## src/rtl/control_sequencer.sv

```systemverilog
// ============================================================================
// control_sequencer
// ----------------------------------------------------------------------------
// Hardwired control unit for the DataPath. It sequences the fetch steps
// (T0-T2) and the R-format execute steps (T3-T6) and drives the DataPath
// control inputs (bus selects, load enables, ALU opcode, memory read) from
// the registered state and the current IR contents.
//
// Optional feature (macro SEQ_STEP_EN):
//   defined   : adds input i_step. The END state holds until a rising edge
//               on i_step, which gives one instruction per step.
//   undefined : no i_step port; END always lasts exactly one cycle.
//
// Parameters
//   NREG  number of general registers (width of o_s_R / o_e_R)
//   OPW   width of o_alu_op (must be >= 5)
//
// Ports
//   w_clock      in   1     system clock, rising-edge
//   w_clear      in   1     synchronous active-low reset
//   i_run        in   1     keep fetching/executing while high
//   i_mem_ready  in   1     memory data valid, sampled in T1
//   i_step       in   1     (SEQ_STEP_EN only) single-step request
//   i_IR         in   32    IR: [31:27] op, [26:23] Ra, [22:19] Rb, [18:15] Rc
//   o_s_PC/o_s_Zlow/o_s_Zhigh/o_s_MDR  out 1    bus source selects
//   o_s_R        out  NREG  one-hot register bus select
//   o_e_R        out  NREG  one-hot register write enable
//   o_e_MAR/o_e_Z/o_e_PC/o_e_MDR/o_e_IR/o_e_Y/o_e_HI/o_e_LO/o_e_alu
//                out  1     load enables
//   o_IncPC      out  1     ALU computes PC+1 (T0)
//   o_read       out  1     memory read strobe
//   o_alu_op     out  OPW   {0, op} in T4, zero otherwise
//   o_busy       out  1     high in every state except IDLE
//   o_done       out  1     pulse in the last execute state
//   o_illegal    out  1     pulse in T3 for ops 13..31
// ============================================================================
`default_nettype none

module control_sequencer #(
   parameter int NREG = 16,
   parameter int OPW  = 6
) (
   input  logic              w_clock,
   input  logic              w_clear,
   input  logic              i_run,
   input  logic              i_mem_ready,
`ifdef SEQ_STEP_EN
   input  logic              i_step,
`endif
   input  logic [31:0]       i_IR,
   output logic              o_s_PC,
   output logic              o_s_Zlow,
   output logic              o_s_Zhigh,
   output logic              o_s_MDR,
   output logic [NREG-1:0]   o_s_R,
   output logic [NREG-1:0]   o_e_R,
   output logic              o_e_MAR,
   output logic              o_e_Z,
   output logic              o_e_PC,
   output logic              o_e_MDR,
   output logic              o_e_IR,
   output logic              o_e_Y,
   output logic              o_e_HI,
   output logic              o_e_LO,
   output logic              o_e_alu,
   output logic              o_IncPC,
   output logic              o_read,
   output logic [OPW-1:0]    o_alu_op,
   output logic              o_busy,
   output logic              o_done,
   output logic              o_illegal
);

   // ------------------------------------------------------------------------
   // Opcode map
   // ------------------------------------------------------------------------
   localparam logic [4:0] OP_NOT       = 5'd4;
   localparam logic [4:0] OP_MUL       = 5'd5;
   localparam logic [4:0] OP_DIV       = 5'd6;
   localparam logic [4:0] OP_NEG       = 5'd12;
   localparam logic [4:0] OP_LAST_LEGAL = 5'd12;

   // ------------------------------------------------------------------------
   // State encoding. T1 is split in two so the PC load happens only on the
   // first T1 cycle while the outputs still come purely from the state.
   // ------------------------------------------------------------------------
   typedef enum logic [3:0] {
      ST_IDLE  = 4'd0,
      ST_T0    = 4'd1,
      ST_T1    = 4'd2,
      ST_T1W   = 4'd3,
      ST_T2    = 4'd4,
      ST_T3    = 4'd5,
      ST_T4    = 4'd6,
      ST_T5    = 4'd7,
      ST_T6    = 4'd8,
      ST_END   = 4'd9
   } state_t;

   state_t state_q;
   state_t state_d;

   // ------------------------------------------------------------------------
   // IR field decode
   // ------------------------------------------------------------------------
   logic [4:0] op_w;
   logic [3:0] ra_w;
   logic [3:0] rb_w;
   logic [3:0] rc_w;
   logic       op_legal_w;
   logic       op_unary_w;
   logic       op_muldiv_w;
   logic       unused_ir_bits;

   assign op_w        = i_IR[31:27];
   assign ra_w        = i_IR[26:23];
   assign rb_w        = i_IR[22:19];
   assign rc_w        = i_IR[18:15];
   assign op_legal_w  = (op_w <= OP_LAST_LEGAL);
   assign op_unary_w  = (op_w == OP_NOT) || (op_w == OP_NEG);
   assign op_muldiv_w = (op_w == OP_MUL) || (op_w == OP_DIV);

   // Low IR bits carry no information for R-format control.
   assign unused_ir_bits = ^i_IR[14:0];

   // ------------------------------------------------------------------------
   // END-state release condition
   // ------------------------------------------------------------------------
   logic end_release_w;

`ifdef SEQ_STEP_EN
   logic step_q;

   // Edge history of i_step; a level held high across several instructions
   // must not release more than one of them.
   always_ff @(posedge w_clock) begin
      if (!w_clear) begin
         step_q <= 1'b0;
      end else begin
         step_q <= i_step;
      end
   end

   assign end_release_w = i_step && !step_q;
`else
   assign end_release_w = 1'b1;
`endif

   // ------------------------------------------------------------------------
   // State register
   // ------------------------------------------------------------------------
   always_ff @(posedge w_clock) begin
      if (!w_clear) begin
         state_q <= ST_IDLE;
      end else begin
         state_q <= state_d;
      end
   end

   // ------------------------------------------------------------------------
   // Next-state logic
   // ------------------------------------------------------------------------
   always_comb begin
      state_d = state_q;
      unique case (state_q)
         ST_IDLE: begin
            if (i_run) begin
               state_d = ST_T0;
            end
         end
         ST_T0: begin
            state_d = ST_T1;
         end
         ST_T1, ST_T1W: begin
            state_d = i_mem_ready ? ST_T2 : ST_T1W;
         end
         ST_T2: begin
            state_d = ST_T3;
         end
         ST_T3: begin
            state_d = op_legal_w ? ST_T4 : ST_END;
         end
         ST_T4: begin
            state_d = ST_T5;
         end
         ST_T5: begin
            state_d = op_muldiv_w ? ST_T6 : ST_END;
         end
         ST_T6: begin
            state_d = ST_END;
         end
         ST_END: begin
            // i_run is only consulted here, so dropping it mid-instruction
            // lets the instruction complete.
            if (end_release_w) begin
               state_d = i_run ? ST_T0 : ST_IDLE;
            end
         end
         default: begin
            state_d = ST_IDLE;
         end
      endcase
   end

   // ------------------------------------------------------------------------
   // Output decode (Moore: state plus the IR held by the DataPath)
   // ------------------------------------------------------------------------
   logic       s_r_en;
   logic [3:0] s_r_idx;
   logic       e_r_en;
   logic [3:0] e_r_idx;

   always_comb begin
      o_s_PC    = 1'b0;
      o_s_Zlow  = 1'b0;
      o_s_Zhigh = 1'b0;
      o_s_MDR   = 1'b0;
      o_e_MAR   = 1'b0;
      o_e_Z     = 1'b0;
      o_e_PC    = 1'b0;
      o_e_MDR   = 1'b0;
      o_e_IR    = 1'b0;
      o_e_Y     = 1'b0;
      o_e_HI    = 1'b0;
      o_e_LO    = 1'b0;
      o_e_alu   = 1'b0;
      o_IncPC   = 1'b0;
      o_read    = 1'b0;
      o_alu_op  = '0;
      o_busy    = 1'b1;
      o_done    = 1'b0;
      o_illegal = 1'b0;
      s_r_en    = 1'b0;
      s_r_idx   = rb_w;
      e_r_en    = 1'b0;
      e_r_idx   = ra_w;

      unique case (state_q)
         ST_IDLE: begin
            o_busy = 1'b0;
         end
         ST_T0: begin
            o_s_PC  = 1'b1;
            o_e_MAR = 1'b1;
            o_IncPC = 1'b1;
            o_e_Z   = 1'b1;
         end
         ST_T1: begin
            o_s_Zlow = 1'b1;
            o_e_PC   = 1'b1;
            o_read   = 1'b1;
            o_e_MDR  = 1'b1;
         end
         ST_T1W: begin
            // Waiting on memory: keep the read and MDR capture going, but
            // the PC has already taken its incremented value.
            o_s_Zlow = 1'b1;
            o_read   = 1'b1;
            o_e_MDR  = 1'b1;
         end
         ST_T2: begin
            o_s_MDR = 1'b1;
            o_e_IR  = 1'b1;
         end
         ST_T3: begin
            // Rb stays on the bus either way; only Y's load is gated, so an
            // illegal op changes no DataPath register.
            s_r_en  = 1'b1;
            s_r_idx = rb_w;
            if (op_legal_w) begin
               o_e_Y = 1'b1;
            end else begin
               o_illegal = 1'b1;
            end
         end
         ST_T4: begin
            o_e_alu  = 1'b1;
            o_e_Z    = 1'b1;
            o_alu_op = OPW'(op_w);
            s_r_en   = 1'b1;
            s_r_idx  = op_unary_w ? rb_w : rc_w;
         end
         ST_T5: begin
            o_s_Zlow = 1'b1;
            if (op_muldiv_w) begin
               o_e_LO = 1'b1;
            end else begin
               e_r_en  = 1'b1;
               e_r_idx = ra_w;
               o_done  = 1'b1;
            end
         end
         ST_T6: begin
            o_s_Zhigh = 1'b1;
            o_e_HI    = 1'b1;
            o_done    = 1'b1;
         end
         ST_END: begin
            // All-zero cycle; o_busy remains high.
         end
         default: begin
            o_busy = 1'b0;
         end
      endcase
   end

   // ------------------------------------------------------------------------
   // One-hot register select / enable. Indices with no matching register
   // simply produce no bit.
   // ------------------------------------------------------------------------
   genvar gi;
   generate
      for (gi = 0; gi < NREG; gi++) begin : g_reg_dec
         assign o_s_R[gi] = s_r_en && (int'(s_r_idx) == gi);
         assign o_e_R[gi] = e_r_en && (int'(e_r_idx) == gi);
      end
   endgenerate

endmodule

`default_nettype wire

```

## config.mk

```make
export PLATFORM = sky130hd
export DESIGN_NAME = control_sequencer
export DESIGN_NICKNAME = d
export VERILOG_FILES = /design/src/rtl/control_sequencer.sv
export SDC_FILE = /design/constraint.sdc
export NUM_CORES = 1
export LEC_CHECK = 0
export CAP_MARGIN = 0
export CORE_MARGIN = 5
export CORE_UTILIZATION = 32
export DETAILED_ROUTE_END_ITERATION = 16
export GPL_TIMING_DRIVEN = 0
export PLACE_DENSITY = 0.87
export SLEW_MARGIN = 20
export SYNTH_ARGS = -nofsm -noshare
export SYNTH_HDL_FRONTEND = slang
export SYNTH_SLANG_ARGS = --single-unit
```

## constraint.sdc

```tcl
create_clock -name w_clock -period 5.45 [get_ports w_clock]
set_clock_uncertainty 0.05 [all_clocks]
set_input_delay 1.09 -clock w_clock [delete_from_list [all_inputs] [get_ports w_clock]]
set_output_delay 1.09 -clock w_clock [all_outputs]
set_load 0.02 [all_outputs]
```

==> results_dict.tcl <==
set metrics [dict create \
    status "finished, final reports clean" \
    finalCriticalPeriod_ns 4.65 \
    yosys_warnings 0 \
    timing.rr.start "state_q[0]$_SDFFE_PN0P_" \
    path_max_fanout 9 \
    dr_total_vias 1307 \
    regMostFlops "state_q" \
    grt_max_degree 11 \
    clock-sinks 4 \
    syn_inst 144 \
    hold_class "register to register" \
    antenna_found_initial 0 \
    cts_root_buffer "clkbuf_4" \
    fillers 245 \
    syn_nets 180 \
    grt_pass1_wl_um 5530 \
    clk_latency_ns 0.24 \
    clk_pin_slew_worst_paths_ns 0.04 \
    clkPwrFrac 0.211 \
    cts_tree "yes" \
    p_switching_mw 0.0695 \
    cts_hold_buf 0 \
    overflow 0 \
    htreeDepth 1 \
    antenna_left 0 \
    required_ns 4.31 \
    max-cap-violations 0 \
    vias_per_cell 5.17 \
    async_flop_share 0 \
    start_kind "primary input" \
    p_int_mw 0.109 \
    register_area_um2 80.1 \
    ys_seq_area_frac 0.0865 \
    rsz0062_at_grt "false" \
    dp.cells 250 \
    synth_top_area_share 0.138 \
    crit_start "i_IR[31]" \
    drt-initial-drc-count 43 \
    initial_core_util 0.336 \
    power_density_mw_per_mm2 103 \
    syn-cell-area_um2 926 \
    multi_input_area_um2 737 \
    grt_pass1_vias 1274 \
    synth_common_cells "34 x nor2_1, 8 x nor3_1, 7 x buf_4, 7 x inv_1, 7 x nand2_1" \
    io_pins 92 \
    reg_top3 "state_q x4" \
    dieHeight_um 63.8 \
    ir_worst_vdd_uv 82.5 \
    finalSetupViolations 0 \
    cts_inserted_buffers 3 \
    wl_per_cell_um 13.2 \
    yosysTopAreaCell "nor2_1" \
    clock_path_buffers 2 \
    ys.flop_type "dfxtp_1" \
    max_slew.worst_pin.slew_ns 0.658 \
    tns_ns 0 \
    slew-limit-headroom 0.555 \
    final_cells 253 \
    fin_util 0.630 \
    ys_ff_latch 4 \
    rows 19 \
    totalWireLength_um 3330 \
    firstDrtPassIters 4 \
    cts_resized 0 \
    slew_viol_final 0 \
    gp_congestion 0.785 \
    min_period_over_period 0.854 \
    yosys-top-cells-area "nor2_1 14%, dfxtp_1 8.6%, buf_4 5.7%" \
    postCtsSetupRepairBufs 0 \
    grt_usage 0.160 \
    yosysMostFrequentCell "nor2_1" \
    layout-drive-gt1-share 0.113 \
    n_antenna_cell 0 \
    dp_hpwl_um 2790 \
    die_w_um 63.8 \
    combPwrFrac 0.593 \
    coreArea_mm2 0.00276 \
    port_buffers 75 \
    synth_cell_types 44 \
    fin_hold_ws_ns 0.634 \
    drc 0 \
    timing.fmax_mhz 215 \
    largest_register_ffs 4 \
    arrival_ns 3.51 \
    area_delta_synth_final_pct 87.7 \
    dieArea_mm2 0.00407 \
    finalHoldViolCount 0 \
    place_ws_ns 0.777 \
    synth_area_per_cell_um2 6.43 \
    synth-edff-count 0 \
    hp-start "state_q[0]$_SDFFE_PN0P_" \
    leakage_nw 0.604 \
    end_kind "output pin" \
    worstSetupPathType "primary input to output pin" \
    p_sw_frac 0.389 \
    nNetsFinal 260 \
    pwr-share-seq 0.196 \
    setup_ws_ns 0.795 \
]
-- path summary, 6_finish.rpt --
path                        endpoint  slack, ns  cells after the start
max reg2reg  state_q[0]$_SDFFE_PN0P_       3.81                      4
min reg2reg  state_q[3]$_SDFFE_PN0P_       0.63                      2
min          state_q[3]$_SDFFE_PN0P_       0.63                      2
max                         o_s_R[1]       0.80                      7
-- logic make-up after synthesis --
logic type                synth area share
and+or+nand+nor                      0.507
AOI/OAI and AO/OA                    0.276
buffers and inverters                0.118
DFF                                 0.0865
xor gates and xnor gates           0.00946
other                              0.00405
-- final cells by class --
type	instances	share of cell area
Tap cell	31	0.0223
Multi-Input combinational cell	119	0.424
Timing Repair Buffer	75	0.432
Inverter	8	0.0173
Clock buffer	3	0.0130
Sequential cell	4	0.0461
Buffer	13	0.0454
-- power by group through the flow --
stage	clock network, mW	logic (mW)	registers, mW
after global routing	0.0396	0.115	0.0356
after CTS	0.0381	0.106	0.0350
after floorplan	0	0.0570	0.0347
after detailed placement	0	0.106	0.0354
final	0.0376	0.106	0.0350
after global placement	0	0.105	0.0354
-- cells in the final DEF, fill, tap and decap left out, types with 3 or more instances in the layout --
cell / count
a21oi_1: 5
and2_1: 6
buf_2: 3
buf_4: 7
clkbuf_1: 3
clkbuf_4: 3
clkdlybuf4s50_1: 75
dfxtp_1: 4
inv_1: 7
nand2_1: 7
nand2b_1: 5
nand3_1: 3
nor2_1: 34
nor3_1: 8
nor4b_1: 3
o211ai_1: 3
o21ai_0: 5
o22ai_1: 4
-- per-layer routing --
layer,GRT usage,vias to the layer above,share of wire
li1,-,671,-
met1,0.170,585,0.39
met2,0.286,47,0.50
met3,0.0595,4,0.097
met4,0.0597,0,0.011
met5,0,-,0
-- metrics by stage --
stage / instance area (µm²) / total power, mW
2_1_floorplan: 926 / 0.0917
3_3_place_gp: 1720 / 0.140
3_5_place_dp: 1720 / 0.142
4_1_cts: 1740 / 0.179
5_1_grt: 1740 / 0.190
6_report: 1740 / 0.179
-- critical path, cell delays in order --
cell	delay [ns]
clkdlybuf4s50_1	0.51
or4b_1	0.55
buf_4	0.19
a211oi_2	0.29
o22ai_1	0.14
nor2_1	0.12
clkdlybuf4s50_1	0.61
Power figures use the tool's default switching activity.
